$ cat src/rtl/sevenseg_pkg.sv
// Shared seven-segment constants (active-low, bit 6 = g .. bit 0 = a) and small helpers
// used by both the hex-to-segment encoder and sevenseg_reader.
package sevenseg_pkg;

    localparam int DIGITS = 4;

    localparam logic [6:0] SEG_0     = 7'h40;
    localparam logic [6:0] SEG_1     = 7'h79;
    localparam logic [6:0] SEG_2     = 7'h24;
    localparam logic [6:0] SEG_3     = 7'h30;
    localparam logic [6:0] SEG_4     = 7'h19;
    localparam logic [6:0] SEG_5     = 7'h12;
    localparam logic [6:0] SEG_6     = 7'h02;
    localparam logic [6:0] SEG_7     = 7'h78;
    localparam logic [6:0] SEG_8     = 7'h00;
    localparam logic [6:0] SEG_9     = 7'h10;
    localparam logic [6:0] SEG_A     = 7'h08;
    localparam logic [6:0] SEG_B     = 7'h03;
    localparam logic [6:0] SEG_C     = 7'h46;
    localparam logic [6:0] SEG_D     = 7'h21;
    localparam logic [6:0] SEG_E     = 7'h04;
    localparam logic [6:0] SEG_F     = 7'h0E;
    localparam logic [6:0] SEG_BLANK = 7'h7F;

    typedef enum logic [1:0] {
        ST_IDLE   = 2'd0,
        ST_SETTLE = 2'd1,
        ST_HELD   = 2'd2
    } state_t;

    // True when exactly one active-low select line is asserted.
    function automatic logic is_one_hot(input logic [DIGITS-1:0] sel_n);
        logic [DIGITS-1:0] v;
        v = ~sel_n;
        return (v != 4'd0) && ((v & (v - 4'd1)) == 4'd0);
    endfunction

    function automatic logic [1:0] low_index(input logic [DIGITS-1:0] sel_n);
        logic [1:0] idx;
        idx = 2'd0;
        for (int i = DIGITS - 1; i >= 0; i--) begin
            if (!sel_n[i]) begin
                idx = 2'(i);
            end
        end
        return idx;
    endfunction

endpackage

$ cat src/rtl/sevenseg_decode.sv
// Combinational segment-pattern to hex-nibble lookup; unknown patterns give 0 and set invalid.
module sevenseg_decode
    import sevenseg_pkg::*;
(
    input  logic [6:0] seg_n,
    output logic [3:0] nibble,
    output logic       invalid
);

    // Pattern lookup with an explicit invalid flag for anything outside the hex set
    always_comb begin
        nibble  = 4'h0;
        invalid = 1'b0;
        case (seg_n)
            SEG_0:   nibble = 4'h0;
            SEG_1:   nibble = 4'h1;
            SEG_2:   nibble = 4'h2;
            SEG_3:   nibble = 4'h3;
            SEG_4:   nibble = 4'h4;
            SEG_5:   nibble = 4'h5;
            SEG_6:   nibble = 4'h6;
            SEG_7:   nibble = 4'h7;
            SEG_8:   nibble = 4'h8;
            SEG_9:   nibble = 4'h9;
            SEG_A:   nibble = 4'hA;
            SEG_B:   nibble = 4'hB;
            SEG_C:   nibble = 4'hC;
            SEG_D:   nibble = 4'hD;
            SEG_E:   nibble = 4'hE;
            SEG_F:   nibble = 4'hF;
            default: begin
                nibble  = 4'h0;
                invalid = 1'b1;
            end
        endcase
    end

endmodule

$ cat src/rtl/sevenseg_reader.sv
// Reconstructs a 4-digit hex frame by observing a multiplexed active-low seven-segment bus.
// Optional per-digit invalid-pattern reporting is enabled with SEVENSEG_READER_ERR_EN.
module sevenseg_reader
    import sevenseg_pkg::*;
#(
    parameter int STABLE_CYCLES = 4
) (
    input  logic        clk,
    input  logic        reset,
    input  logic [3:0]  an_n,
    input  logic [6:0]  seg_n,
    output logic [15:0] data,
    output logic        frame_valid
`ifdef SEVENSEG_READER_ERR_EN
    ,
    output logic [3:0]  err_mask
`endif
);

    localparam logic [7:0] CAP_CNT = 8'(STABLE_CYCLES - 1);

    logic [10:0] key_r;
    logic [7:0]  cnt_r;
    state_t      state_r;
    state_t      state_s;
    logic [3:0]  seen_r;
    logic [15:0] shadow_r;
    logic        pend_r;
    logic [15:0] data_r;
    logic        fv_r;

    logic        key_chg_s;
    logic        sel_ok_s;
    logic        capture_s;
    logic [1:0]  dig_s;
    logic [3:0]  seen_next_s;
    logic [3:0]  nib_s;

    assign key_chg_s   = ({an_n, seg_n} != key_r);
    assign sel_ok_s    = is_one_hot(key_r[10:7]);
    assign dig_s       = low_index(key_r[10:7]);
    assign seen_next_s = seen_r | (4'b0001 << dig_s);

`ifdef SEVENSEG_READER_ERR_EN
    logic       inv_s;
    logic [3:0] inv_r;
    logic [3:0] err_r;

    sevenseg_decode u_decode (
        .seg_n   (key_r[6:0]),
        .nibble  (nib_s),
        .invalid (inv_s)
    );

    // Per-digit invalid shadow, published alongside data at frame completion
    always_ff @(posedge clk) begin
        if (reset) begin
            inv_r <= 4'b0000;
            err_r <= 4'b0000;
        end else begin
            if (capture_s) begin
                inv_r[dig_s] <= inv_s;
            end
            if (pend_r) begin
                err_r <= inv_r;
            end
        end
    end

    assign err_mask = err_r;
`else
    logic unused_inv_s;

    sevenseg_decode u_decode (
        .seg_n   (key_r[6:0]),
        .nibble  (nib_s),
        .invalid (unused_inv_s)
    );
`endif

    // Next-state and capture decision; the captured key is the registered one, so a
    // key change in the capture cycle still captures the old digit and re-arms SETTLE
    always_comb begin
        state_s   = state_r;
        capture_s = 1'b0;
        if (!sel_ok_s) begin
            state_s = ST_IDLE;
        end else begin
            case (state_r)
                ST_IDLE: state_s = ST_SETTLE;
                ST_SETTLE: begin
                    if (cnt_r == CAP_CNT) begin
                        capture_s = 1'b1;
                        state_s   = key_chg_s ? ST_SETTLE : ST_HELD;
                    end else begin
                        state_s = ST_SETTLE;
                    end
                end
                ST_HELD: begin
                    if (key_chg_s) begin
                        state_s = ST_SETTLE;
                    end else begin
                        state_s = ST_HELD;
                    end
                end
                default: state_s = ST_IDLE;
            endcase
        end
    end

    // Sample key, stability counter, FSM, shadow capture and frame publication
    always_ff @(posedge clk) begin
        if (reset) begin
            key_r    <= 11'h7FF;
            cnt_r    <= 8'd0;
            state_r  <= ST_IDLE;
            seen_r   <= 4'b0000;
            shadow_r <= 16'h0000;
            pend_r   <= 1'b0;
            data_r   <= 16'h0000;
            fv_r     <= 1'b0;
        end else begin
            key_r   <= {an_n, seg_n};
            state_r <= state_s;
            if (!sel_ok_s || key_chg_s) begin
                cnt_r <= 8'd0;
            end else if (cnt_r != 8'hFF) begin
                cnt_r <= cnt_r + 8'd1;
            end
            fv_r   <= pend_r;
            pend_r <= 1'b0;
            if (pend_r) begin
                data_r <= shadow_r;
            end
            if (capture_s) begin
                shadow_r[{dig_s, 2'b00} +: 4] <= nib_s;
                if (seen_next_s == 4'b1111) begin
                    seen_r <= 4'b0000;
                    pend_r <= 1'b1;
                end else begin
                    seen_r <= seen_next_s;
                end
            end
        end
    end

    assign data        = data_r;
    assign frame_valid = fv_r;

endmodule

$ cat config.mk
export PLATFORM = sky130hd
export DESIGN_NAME = sevenseg_reader
export DESIGN_NICKNAME = d
export VERILOG_FILES = /design/src/rtl/sevenseg_pkg.sv /design/src/rtl/sevenseg_decode.sv /design/src/rtl/sevenseg_reader.sv
export SDC_FILE = /design/constraint.sdc
export NUM_CORES = 1
export LEC_CHECK = 0
export BUFFER_PORTS_ARGS = -buffer_cell sky130_fd_sc_hd__buf_2
export CORE_UTILIZATION = 50
export CTS_CLUSTER_DIAMETER = 150
export DETAILED_ROUTE_END_ITERATION = 8
export MAX_ROUTING_LAYER = met4
export PLACE_DENSITY = 0.8
export SLEW_MARGIN = 25
export SYNTH_ARGS = -nofsm -noshare
export SYNTH_HDL_FRONTEND = slang
export SYNTH_HIERARCHICAL = 1
export SYNTH_SLANG_ARGS = --single-unit
$ cat constraint.sdc
create_clock -name clk -period 2 [get_ports clk]
set_clock_uncertainty 0.15 [all_clocks]
set_input_delay 0.1 -clock clk [delete_from_list [all_inputs] [get_ports clk]]
set_output_delay 0.1 -clock clk [all_outputs]
set_load 0.005 [all_outputs]
### After elaboration in Yosys (flattened, before gate mapping)

Cells that the tools add are included.
Widths: inputs -> output; s select.

| word-level totals | value |
|---|---|
| output and inout port bits | 17 |
| flip-flop bits (word level) | 59 |
| bits of input ports | 13 |

| cells by class | value |
|---|---|
| muxes and demuxes | 14 |
| shifts and indexed selects | 3 |
| bitwise logic cells | 5 |
| eq/ne operators | 20 |
| $add $sub $neg | 3 |
| reductions and logical operators | 10 |

Operator list:

| operator | number |
|---|---|
| $pmux 4 s15 | 1 |
| $eq 7x5->1 const B | 3 |
| $eq 7x6->1 const B | 3 |
| $eq 7x7->1 const B | 3 |
| $bwmux 16 | 1 |
| $shift 4x6->16 const A | 1 |
| $shiftx 4x6->16 | 1 |
| $eq 7x2->1 const B | 2 |
| $eq 7x4->1 const B | 2 |
| $mux 2 | 6 |
| $ne 11x11->1 | 1 |
| $add 8x1->8 const B | 1 |
| $eq 8x2->1 const B | 1 |
| $ne 8x8->1 const B | 1 |
| $eq 7x3->1 const B | 1 |
| $logic_not 7->1 | 1 |
| $neg 4->6 | 1 |
| $pmux 2 s3 | 1 |
| $reduce_or 2->1 | 3 |
| $and 4x4->4 | 1 |
| $eq 4x4->1 const B | 1 |
| $logic_not 4->1 | 1 |
| $mux 1 | 4 |
| $mux 4 | 1 |
| 12 further kinds | 13 |

### Depth between registers and ports, before layout

Gate-level depths: netlist of the first run.

| depth | value |
|---|---|
| depth in word-level cells | 8 |
| gate-level depth with buffers | 9 |
| gate-level depth less buffers | 8 |

### Cells and area by module

Netlist of the first run, hierarchy kept.

By module, submodules not included:

| module | times used | sequential area each (µm²) | area each (µm²) | cells each |
|---|---|---|---|---|
| sevenseg_reader | 1 | 1181.1 | 2652.5 | 271 |
| sevenseg_decode | 1 | 0.0 | 369.1 | 52 |

### Worst setup path before layout of the first run

Ideal clock, no wire load.

| timing path | value |
|---|---|
| kind | register -> register |
| start point | register key_r[8] |
| end point | register shadow_r[5] |
| data arrival time | 2.036 ns |
| cell stages (with the launch flop) | 9 |
| required time | 1.778 ns |
| slack | -0.258 ns |
| cell sequence | dfxtp_1 -> buf_2 -> inv_1 -> o21ai_1 -> ha_1 -> nor3b_1 -> o211a_1 -> nand2_1 -> mux2i_1 |

| between the ends | value |
|---|---|
| longest elaborated chain between the ends | 6 |

Ends and longest elaborated chain:

| what | RTL line | source |
|---|---|---|
| start: declaration | sevenseg_reader.sv:22 | `logic [10:0] key_r;` |
| start signal: assignment | sevenseg_reader.sv:123 | `key_r <= {an_n, seg_n};` |
| parallel branches: the longest is 6 deep, another holds $neg 4->6 | -- |  |
| end signal: indexed assignment | sevenseg_reader.sv:136 | `shadow_r[{dig_s, 2'b00} +: 4] <= nib_s;` |
| end: declaration | sevenseg_reader.sv:27 | `logic [15:0] shadow_r;` |

Several ways; the timed one is not identified.
A chain may end at the register's enable or synchronous reset.

### Final worst setup path of the first run

| timing path | value |
|---|---|
| start point | register key_r[9] |
| end point | register shadow_r[14] |

| between the ends | value |
|---|---|
| longest elaborated chain between the ends | 6 |

Ends and longest elaborated chain:

| what | RTL line |
|---|---|
| $mux 2 / $not 4->4 (equally long branches) | sevenseg_pkg.sv:42, sevenseg_pkg.sv:34 |
| $mux 2 / $sub 4x1->4 (equally long branches) | sevenseg_pkg.sv:42, sevenseg_pkg.sv:35 |
| $mux 2 / $and 4x4->4 (equally long branches) | sevenseg_pkg.sv:42, sevenseg_pkg.sv:35 |
| $neg 4->6 / $logic_not 4->1 (equally long branches) | sevenseg_reader.sv:136, sevenseg_pkg.sv:35 |
| $shiftx 4x6->16, or another cell as far along | sevenseg_reader.sv:136 |
| $bwmux 16 / $mux 1 (equally long branches) | sevenseg_reader.sv:136, sevenseg_reader.sv:86 |

Parallel ways exist; a longest one is shown, timed or not.

==> key figures, run 1 <==
Worst setup path
  – Crit-path leading delay family: compound AO/OA/AOI/OAI gates
  – Setup CP Type: flip-flop to flip-flop
  – Reg-to-Reg Start: key_r[9]
  – Reg2Reg Depth: 7
  – Buffers plus inverters on the worst setup path: 0
  – CP max stage cell: dfxtp_1
  – Crit. Startpoint: key_r[9]
  – CP Max Fanout: 5
  – Setup slack, reg-to-reg: 70 ps
  – CP cell instances: nor2b_4, o21ai_4, ha_4, nor3_1, o211a_1, nand2_1, mux2i_1
  – Critical Path AT: 2060 ps
  – Worst Setup Start Kind: flip-flop
  – Worst path depth: 7
  – CP endpoint kind: flip-flop
  – Worst path required time: 2130 ps
  – Slowest stage delay, CP: 340 ps

Timing
  – Final Hold Viols: 0
  – Crit share post-route: 96.7%
  – Setup TNS Final: 0 ps
  – Fin. max-slew vios: 0
  – Achievable frequency: 517 MHz
  – Max-slew headroom: 66.1%
  – Slew @ Worst Pin: 509 ps
  – Worst Slack Setup Final: 66.4 ps
  – Unrepaired setup endpoints after global routing: yes
  – Hold_ws: 147 ps
  – Final min period: 1930 ps
  – # setup viols final: 0

GRT
  – Largest net degree at the start of global routing: 21
  – Vias in the first global route: 2551
  – Global Route Usage Sum: 24.2%
  – Grt total ovfl: 0
  – First-pass GRT wire length: 11400 µm
  – Initial antenna violation count: 0

Power and ir drop
  – Leak pwr: 1.58 nW
  – Net Sw Frac: 25.1%
  – Combinational power share: 11.3%
  – Clk pwr share: 44.7%
  – Worst VDD drop: 0.540 mV
  – Part of the power in registers: 44.0%
  – PwrDens: 697 nW/µm²
  – Psw: 0.688 mW
  – Power Internal: 2.05 mW

Layout
  – Fin cells: 470
  – Nets: 415
  – Share of layout cells above drive strength 1: 31.9%
  – Area grow syn2layout: 31.4%
  – Antenna cell count: 0
  – Core Util, Final: 69.6%

Synth
  – Mapped Nets: 340
  – YS warnings: 6
  – Post-synthesis cell count: 318
  – Post-Syn Area: 2990 µm²
  – Mean Syn Cell Area: 9.39 µm²

Route
  – Routed wire length: 6720 µm
  – Initial DRC count: 200
  – Drt wl/cell: 14.3 µm
  – Post-route ant nets: 0
  – Via Count: 2556
  – Vias/cell: 5.44
  – Drt drc: 0
  – First drt pass iteration count: 4

Floorplanning
  – # rows: 27
  – Die X: 79.3 µm
  – Starting density of the core: 52.9%
  – Num ports: 30
  – Die area: 6290 µm²
  – Core Region: 5640 µm²
  – Die Y-Extent: 79.3 µm

Clocking
  – Bufs on Longest Clock Path: 2
  – TritonCTS Sinks: 59
  – CTS Buf Count: 9
  – Skew-Pair Late Insertion Delay: 350 ps
  – Worst-path clk slew: 70 ps
  – Root Driver: clkbuf_8
  – CTS tree: done
  – H-tree depth: 3

Worst hold path
  – Min-delay src: reset
  – Worst min-delay path class: input port to flip-flop
  – Hold-critical path depth: 3

Place
  – Placed Cells: 431
  – HPWL Detailed: 4460 µm
  – Routability cong.: 0.860
  – Worst slack, placed: -0.904 ps
  – IO Port Bufs: 29

Outcome
  – Status: finished, final reports clean

Run
  – Max-cap viol count: 0
-- path summary, 6_finish.rpt --
path,endpoint
min reg2reg,seen_r[3]
min,data[6]
max reg2reg,shadow_r[14]
max,shadow_r[14]
-- sequential cells by signal, summed over array words and instances (netlist names) --
register,cells
data,16
shadow_r,16
state_r,2
key_r,11
seen_r,4
pend_r,1
frame_valid,1
cnt_r,8
-- repair_timing --
item | in CTS | in global routing
setup buffers | 0 | 1
pin swaps | 0 | 3
endpoints found under the setup margin | 3 | 21
hold buffers | 22 | 0
gates resized for setup | 1 | 27
hold endpoints to repair | 11 | 0
-- area by class of cell --
cell class                      count  area [µm²]
Clock inverter                      7         103
Fill cell                         408        1720
Clock buffer                        9         124
Multi-Input combinational cell    232        1770
Inverter                            9        33.8
Sequential cell                    59        1190
Timing Repair Buffer               82         611
Tap cell                           72        90.1
-- placed cells by master, fill, tap and decap left out, types with 2 or more instances in the layout --
master	count
dfxtp_1	53
nor2_1	34
mux2i_1	31
buf_4	30
buf_2	29
dlygate4sd3_1	22
nand2_1	19
nand2b_1	15
nand3_1	14
xor2_1	13
or2_2	12
nor3_1	9
clkbuf_8	9
inv_1	8
a31oi_1	6
ha_1	6
dfxtp_2	5
nor2b_1	4
clkinv_4	4
nor2b_4	3
nand3_2	3
a2111oi_2	3
o21ai_0	3
o22ai_1	3
o32ai_1	3
xnor2_1	2
nand4b_1	2
nor4_2	2
nand4_1	2
nor4_1	2
o211a_1	2
nand3_4	2
a21oi_1	2
ha_2	2
bufinv_16	2
-- metal layers --
metal	share of wire, %	up-vias	GRT usage, %
li1	-	1273	-
met1	45	1215	26.8
met2	49	56	40.0
met3	3.9	12	7.59
met4	1.8	0	10.7
met5	0	-	-
-- worst min-delay path, cell delays in order --
cell,delay [ps]
buf_2,170
buf_4,230
nor2_1,110
-- per-stage QoR --
step / total power [mW] / cell area, µm²
floorplan: 1.39 / 3000
global placement: 1.46 / 3360
detailed placement: 1.47 / 3360
CTS: 2.71 / 3810
global route: 2.84 / 3930
finish: 2.74 / 3930
-- power by group through the flow --
| stage | logic, mW | registers, mW | clock network (mW) |
|---|---|---|---|
| after global routing | 0.336 | 1.21 | 1.30 |
| after CTS | 0.274 | 1.20 | 1.24 |
| after global placement | 0.235 | 1.23 | 0 |
| after detailed placement | 0.239 | 1.23 | 0 |
| final | 0.309 | 1.20 | 1.22 |
| after floorplan | 0.162 | 1.23 | 0 |
(Power assumes the default switching activity.)
==> run 2, diff against run 1 <==
- ABC_AREA: unset -> 1
==> run 2 against run 1 <==
  * Sequential power is essentially flat
  * Critical path type unchanged
  * Largest power group unchanged
  * Setup slack gained 70 ps
  * Hold slack gained 170 ps
  * Final area shrank 3.4%
  * Power grew 3.0%
  * Synthesized cell count grew 46%
  * Largest cell class unchanged
  * Core utilization shrank 5.6 points
  * Sequential share of layout area grew 0.98 points
  * Fmax grew 3.8%
  * Cell count grew 28%
  * First-iteration DRC count shrank 18%
==> key figures, run 2 <==
Outcome
  – Status: finished, final reports clean

Layout
  – Antenna cell count: 0 (unchanged)
  – Share of layout cells above drive strength 1: 19.2% (-13 points)
  – Fill count: 532 (+30%)
  – Nets: 543 (+31%)
  – Leading cell type in the layout, fill and taps excluded: nand2_1
  – Area grow syn2layout: 23.2%
  – Register area: 1190 µm² (-0.31%)
  – Final instance area: 3790 µm² (-3.4%)
  – Fin cells: 601 (+28%)
  – Multi-input logic area: 1680 µm² (-5.2%)
  – Most frequent cells in the layout: 127 x nand2_1, 89 x nor2_1, 54 x dfxtp_1

Synth
  – Post-Syn Area: 3080 µm² (+3.0%)
  – Mapped Nets: 487 (+43%)
  – Post-synthesis cell count: 465 (+46%)
  – YS warnings: 6 (unchanged)
  – Mean Syn Cell Area: 6.61 µm² (-30%)

Clocking
  – Skew-Pair Late Insertion Delay: 350 ps (about the same)
  – TritonCTS Sinks: 59 (unchanged)
  – Bufs on Longest Clock Path: 2 (unchanged)
  – CTS Buf Count: 9 (unchanged)
  – Worst-path clk slew: 70 ps (about the same)
  – CTS tree: done
  – H-tree depth: 3 (unchanged)
  – Root Driver: clkbuf_8

Worst setup path
  – Critical Path AT: 2000 ps (-60 ps)
  – CP endpoint kind: flip-flop
  – Critical R2R Capture: shadow_r[3]
  – Setup slack, reg-to-reg: 140 ps (+70 ps)
  – Setup CP Type: flip-flop to flip-flop
  – Reg-to-Reg Start: key_r[10]
  – CP Max Fanout: 5 (unchanged)
  – Worst Setup Start Kind: flip-flop
  – Crit. Startpoint: key_r[10]
  – Crit path capture: shadow_r[3]
  – Reg2Reg Depth: 10 (+3)
  – Worst path required time: 2140 ps (about the same)

Place
  – HPWL Detailed: 4630 µm (+4.0%)
  – Placed Cells: 566 (+31%)
  – IO Port Bufs: 29 (unchanged)
  – Routability cong.: 0.913 (+6.2%)
  – Worst slack, placed: 78.5 ps (+79.4 ps)
  – Area of placed instances: 3330 µm² (-0.93%)

Floorplanning
  – Die X: 80.4 µm (+1.4%)
  – Starting density of the core: 51.9% (-0.99 points)
  – # rows: 28 (+3.7%)
  – Die Y-Extent: 80.4 µm (+1.4%)
  – Die area: 6470 µm² (+2.9%)
  – Core Region: 5920 µm² (+4.9%)
  – Num ports: 30 (unchanged)

Route
  – Vias/cell: 4.88 (-10%)
  – Initial DRC count: 165 (-18%)
  – Drt wl/cell: 10.8 µm (-24%)
  – Post-route ant nets: 0 (unchanged)
  – Drt drc: 0 (unchanged)
  – First drt pass iteration count: 4 (unchanged)
  – Via Count: 2932 (+15%)
  – Routed wire length: 6490 µm (-3.5%)

Timing
  – Slew @ Worst Pin: 311 ps (-198 ps)
  – Hold_ws: 314 ps (+167 ps)
  – Final min period: 1860 ps (-70.0 ps)
  – Max-slew headroom: 79.1% (+13 points)
  – Fin. max-slew vios: 0 (unchanged)
  – # setup viols final: 0 (unchanged)
  – Worst Slack Setup Final: 136 ps (+70.0 ps)
  – Crit share post-route: 93.2% (-3.5 points)
  – Achievable frequency: 537 MHz (+3.8%)
  – Final Hold Viols: 0 (unchanged)

GRT
  – Initial antenna violation count: 0 (unchanged)
  – Vias in the first global route: 2822 (+11%)
  – Grt total ovfl: 0 (unchanged)
  – Global Route Usage Sum: 23.3% (-0.94 points)
  – First-pass GRT wire length: 11400 µm (-0.31%)
  – Largest net degree at the start of global routing: 31 (+48%)

Worst hold path
  – Worst min-delay path class: flip-flop to flip-flop
  – Min-delay src: shadow_r[7]

Run
  – Max-cap viol count: 0 (unchanged)

Power and ir drop
  – Final Power: 2.82 mW (+3.0%)
  – Worst VDD drop: 0.466 mV (-14%)
  – PwrDens: 744 nW/µm² (+6.6%)
  – Leak pwr: 1.90 nW (+20%)
run 2: area by class of cell:
class / count / area share, %
clock buffers: 9 / 3.27
clock inverters: 7 / 3.30
inverters: 55 / 5.45
multi-input cells: 342 / 44.3
flip-flops and latches: 59 / 31.3
well taps: 75 / 2.48
repair buffers: 54 / 9.84
run 2: power by group:
part	switching, mW	internal (mW)	total, mW
Sequential	0.0206	1.19	1.21
Clock	0.513	0.837	1.35
Combinational	0.154	0.105	0.258
run 2: per-stage QoR:
stage / util (%) / setup TNS (ps)
floorplan: - / 0
global placement: 56.2 / 0
detailed placement: 56.2 / 0
CTS: 63.1 / 0
global route: 64.0 / -7.38
finish: 64.0 / 0
run 2: how the worst min path moves through the flow:
stage / endpoint / slack, ps / cells after the start
after global routing: data[5] / 330 / 2
final: data[7] / 310 / 2
after floorplan: key_r[0] / 50 / 1
after CTS: data[7] / 310 / 2
after detailed placement: key_r[2] / 160 / 2
after global placement: key_r[2] / 160 / 2
run 2: worst max-delay path, cell delays in order (launching register included):
cell      delay [ps]
dfxtp_2          330
inv_1             70
nand2_1           90
a21oi_4          160
inv_2             80
ha_1             290
inv_1             80
nand3_1          110
nor3_1           240
o21bai_1         120
nor2_1            90
run 2: metal layers:
layer / GRT usage (%) / part of all wire (%)
met5: - / 0
met4: 11.3 / 2.2
met3: 5.91 / 3.7
met2: 38.7 / 48
met1: 25.9 / 46
run 2: what timing repair did:
item	in CTS	in global routing
resized for setup	0	14
hold buffers	16	0
endpoints found under the setup margin	0	21
buffers inserted	0	3
hold endpoints to repair	15	0
==> run 3, diff against run 2 <==
- SYNTH_HIERARCHICAL: 1 -> unset
==> run 3 against run 2 <==
  * Setup slack worse by 2.1 ps
  * Clock power is 24% lower
  * Power is 14% lower
  * Critical path depth is 1 lower
  * Clock-buffer cell count is 2 higher
  * Die area is 7.5% lower
  * Flip-flop and latch count stayed put
  * Cell count is 12% lower
  * First-iteration DRC count is 38% lower
  * Global-route usage is 1.3 points lower
  * Critical path type unchanged
  * Critical endpoint is now shadow_r[0]
  * Highest routed layer unchanged
==> key figures, run 3 <==
Synth
  – Yosys top cell area share: 41.6%
  – Post-Syn Area: 2840 µm² (-7.7%)
  – Top_reg_cell synth: dfxtp_1
  – Top-count cell post-synth: nand2_1
  – Register area share after synthesis: 41.6%
  – Synth top area cells: dfxtp_1 42%, nand2_1 12%, nor2_1 12%
  – Asr flop ratio synth: 0%
  – Count of different cell masters after synthesis: 33
  – Post-synth EDFFs: 0
  – Post-synthesis mux area share: 0%
  – Mean Syn Cell Area: 7.06 µm² (+6.7%)
  – Synth Area in Compound Gates: 9.44%
  – Simple-Gate Fraction of Synth Area: 37.6%
  – Post-Synth XOR/XNOR Area: 1.85%
  – Mapped Nets: 423 (-13%)
  – Top cells by count, synth: 93 x nand2_1, 92 x nor2_1, 59 x dfxtp_1, 20 x inv_1
  – Main combinational cell family by area after synthesis: simple AND/OR/NAND/NOR gates
  – Synth area leader: dfxtp_1
  – Post-synthesis cell count: 402 (-14%)
  – YS warnings: 0 (-6)
  – Synth Area in Adders: 3.53%
  – Synth Register Bits: 59

Place
  – Routability cong.: 0.907 (-0.71%)
  – IO Port Bufs: 29 (unchanged)
  – Worst slack, placed: 71.6 ps (-6.91 ps)
  – HPWL Detailed: 4080 µm (-12%)

Layout
  – Antenna cell count: 0 (unchanged)
  – Nets: 472 (-13%)
  – Area grow syn2layout: 19.4%
  – Most frequent cells in the layout: 92 x nand2_1, 92 x nor2_1, 57 x dfxtp_1
  – Share of layout cells above drive strength 1: 19.6% (+0.40 points)

Power and ir drop
  – Power Internal: 1.85 mW (-13%)
  – Clk pwr share: 42.6% (-5.3 points)
  – Net Sw Frac: 23.5% (-0.91 points)
  – Worst VDD drop: 0.480 mV (+3.0%)
  – PwrDens: 714 nW/µm² (-4.0%)
  – Leak pwr: 1.60 nW (-16%)
  – Combinational power share: 7.5% (-1.7 points)
  – Psw: 0.568 mW (-17%)
  – Part of the power in registers: 49.9% (+7.0 points)

Clocking
  – Bufs on Longest Clock Path: 2 (unchanged)
  – H-tree depth: 3 (unchanged)
  – CTS tree: done
  – Root Driver: clkbuf_8
  – Worst-path clk slew: 60 ps (about the same)
  – Skew-Pair Late Insertion Delay: 340 ps (about the same)
  – CTS Buf Count: 9 (unchanged)
  – TritonCTS Sinks: 59 (unchanged)

Floorplanning
  – Die X: 77.3 µm (-3.8%)
  – Die Y-Extent: 77.3 µm (-3.8%)
  – Die area: 5980 µm² (-7.5%)
  – # rows: 27 (-3.6%)
  – Num ports: 30 (unchanged)
  – Starting density of the core: 51.9% (-0.092 points)
  – Core Region: 5470 µm² (-7.6%)

Timing
  – Final min period: 1870 ps (+2.12 ps)
  – Setup TNS Final: 0 ps (unchanged)
  – Max-slew headroom: 70.9% (-8.3 points)
  – # setup viols final: 0 (unchanged)
  – Final Hold Viols: 0 (unchanged)
  – Slew @ Worst Pin: 435 ps (+124 ps)
  – Fin. max-slew vios: 0 (unchanged)
  – Unrepaired setup endpoints after global routing: no
  – Crit share post-route: 93.3% (+0.11 points)
  – Achievable frequency: 536 MHz (-0.11%)
  – Worst Slack Setup Final: 134 ps (-2.12 ps)

Worst setup path
  – Critical Path AT: 1930 ps (-70 ps)
  – CP Max Fanout: 6 (+1)
  – Setup CP Type: flip-flop to flip-flop
  – Worst Setup Start Kind: flip-flop
  – CP cell instances: ha_2, nand2_1, nor2_1, nand3_2, nor2_8, nand2_1, nand2_1, o21a_1, nor2_1
  – CP endpoint kind: flip-flop
  – Cell repeated most along the worst path: nand2_1
  – Worst path required time: 2070 ps (-70 ps)
  – Buffers plus inverters on the worst setup path: 0 (-3)
  – Crit-path leading delay family: simple AND/OR/NAND/NOR gates
  – CP max stage cell: dfxtp_1
  – Slowest stage delay, CP: 370 ps (+40 ps)

Route
  – Initial DRC count: 103 (-38%)
  – First drt pass iteration count: 4 (unchanged)
  – Drt wl/cell: 11.2 µm (+4.0%)
  – Routed wire length: 5910 µm (-8.9%)
  – Vias/cell: 5.03 (+3.0%)
  – Post-route ant nets: 0 (unchanged)
  – Drt drc: 0 (unchanged)
  – Via Count: 2644 (-9.8%)

Run
  – Max-cap viol count: 0 (unchanged)

Worst hold path
  – Worst min-delay path class: input port to flip-flop

GRT
  – Initial antenna violation count: 0 (unchanged)
  – Grt total ovfl: 0 (unchanged)
  – Largest net degree at the start of global routing: 27 (-13%)
  – Global Route Usage Sum: 22.0% (-1.3 points)
  – First-pass GRT wire length: 10000 µm (-12%)
  – Vias in the first global route: 2391 (-15%)

Outcome
  – Status: finished, final reports clean
[run 3: cell count changes in the layout (fill, tap and decap cells not counted), sizes merged, moves of 4 or more]
cell	change
nand2	-37
inv	-25
clkinv	+4
a21boi	+6
dlygate4sd3	-5
buf	-4
a21oi	-10
[run 3: cell type report]
class                           instances  area (µm²)
Clock buffer                           11         141
Clock inverter                          3        40.0
Fill cell                             502        2090
Inverter                               36         135
Multi-Input combinational cell        300        1500
Sequential cell                        59        1180
Tap cell                               72        90.1
Timing Repair Buffer                   45         293
[run 3: power by group through the flow]
stage	Combinational, mW	Clock, mW	Sequential [mW]
2_1_floorplan	0.118	0	1.23
3_3_place_gp	0.155	0	1.23
3_5_place_dp	0.157	0	1.23
4_1_cts	0.175	1.06	1.21
5_1_grt	0.203	1.10	1.21
6_report	0.181	1.03	1.21
[run 3: logic make-up (layout without fill, tap and decap cells)]
logic type	Yosys count	in the layout
and+or+nand+nor	238	239
DFF	59	59
AOI/OAI and AO/OA	47	47
buffers and inverters	44	95
adders and majority gates	8	8
xor gates and xnor gates	6	6
[run 3: repair_timing]
action                                 4_1_cts  5_1_grt
setup endpoints to repair                    0       20
setup buffers                                0        2
hold buffers                                11        0
endpoints found under the hold margin       11        0
gates resized for setup                      0        6
[run 3: routing by layer]
layer	vias up	wire [µm]	global-route usage (%)
met5	-	0	-
met4	0	91	8.49
met3	9	237	6.71
met2	65	2810	36.0
met1	1191	2770	25.2
li1	1379	-	-
[run 3: worst paths after layout]
path / start / slack [ps] / cells after the start / end
worst min register to register: shadow_r[4] / 310 / 2 / shadow_r[4]
worst max-delay path: cnt_r[1] / 130 / 9 / shadow_r[0]
worst max register to register: cnt_r[1] / 130 / 9 / shadow_r[0]
worst min-delay path: reset / 30 / 2 / shadow_r[0]
[run 3: worst register-to-register path: stages, from the launching register on]
cell and delay [ps]:
dfxtp_1 370, ha_2 240, nand2_1 80, nor2_1 130, nand3_2 180, nor2_8 210, nand2_1 150, nand2_1 90
o21a_1 120, nor2_1 40
[run 3: per-stage QoR]
stage / std cells / instance area [µm²] / utilization [%] / hold slack [ps] / power (mW)
2_1_floorplan: 402 / 2840 / - / 53.8 / 1.35
3_3_place_gp: 498 / 3060 / 55.9 / 154 / 1.39
3_5_place_dp: 498 / 3060 / 55.9 / 162 / 1.39
4_1_cts: 523 / 3350 / 61.3 / 17.3 / 2.44
5_1_grt: 526 / 3390 / 61.9 / 45.1 / 2.51
6_report: 526 / 3390 / 61.9 / 30.3 / 2.42
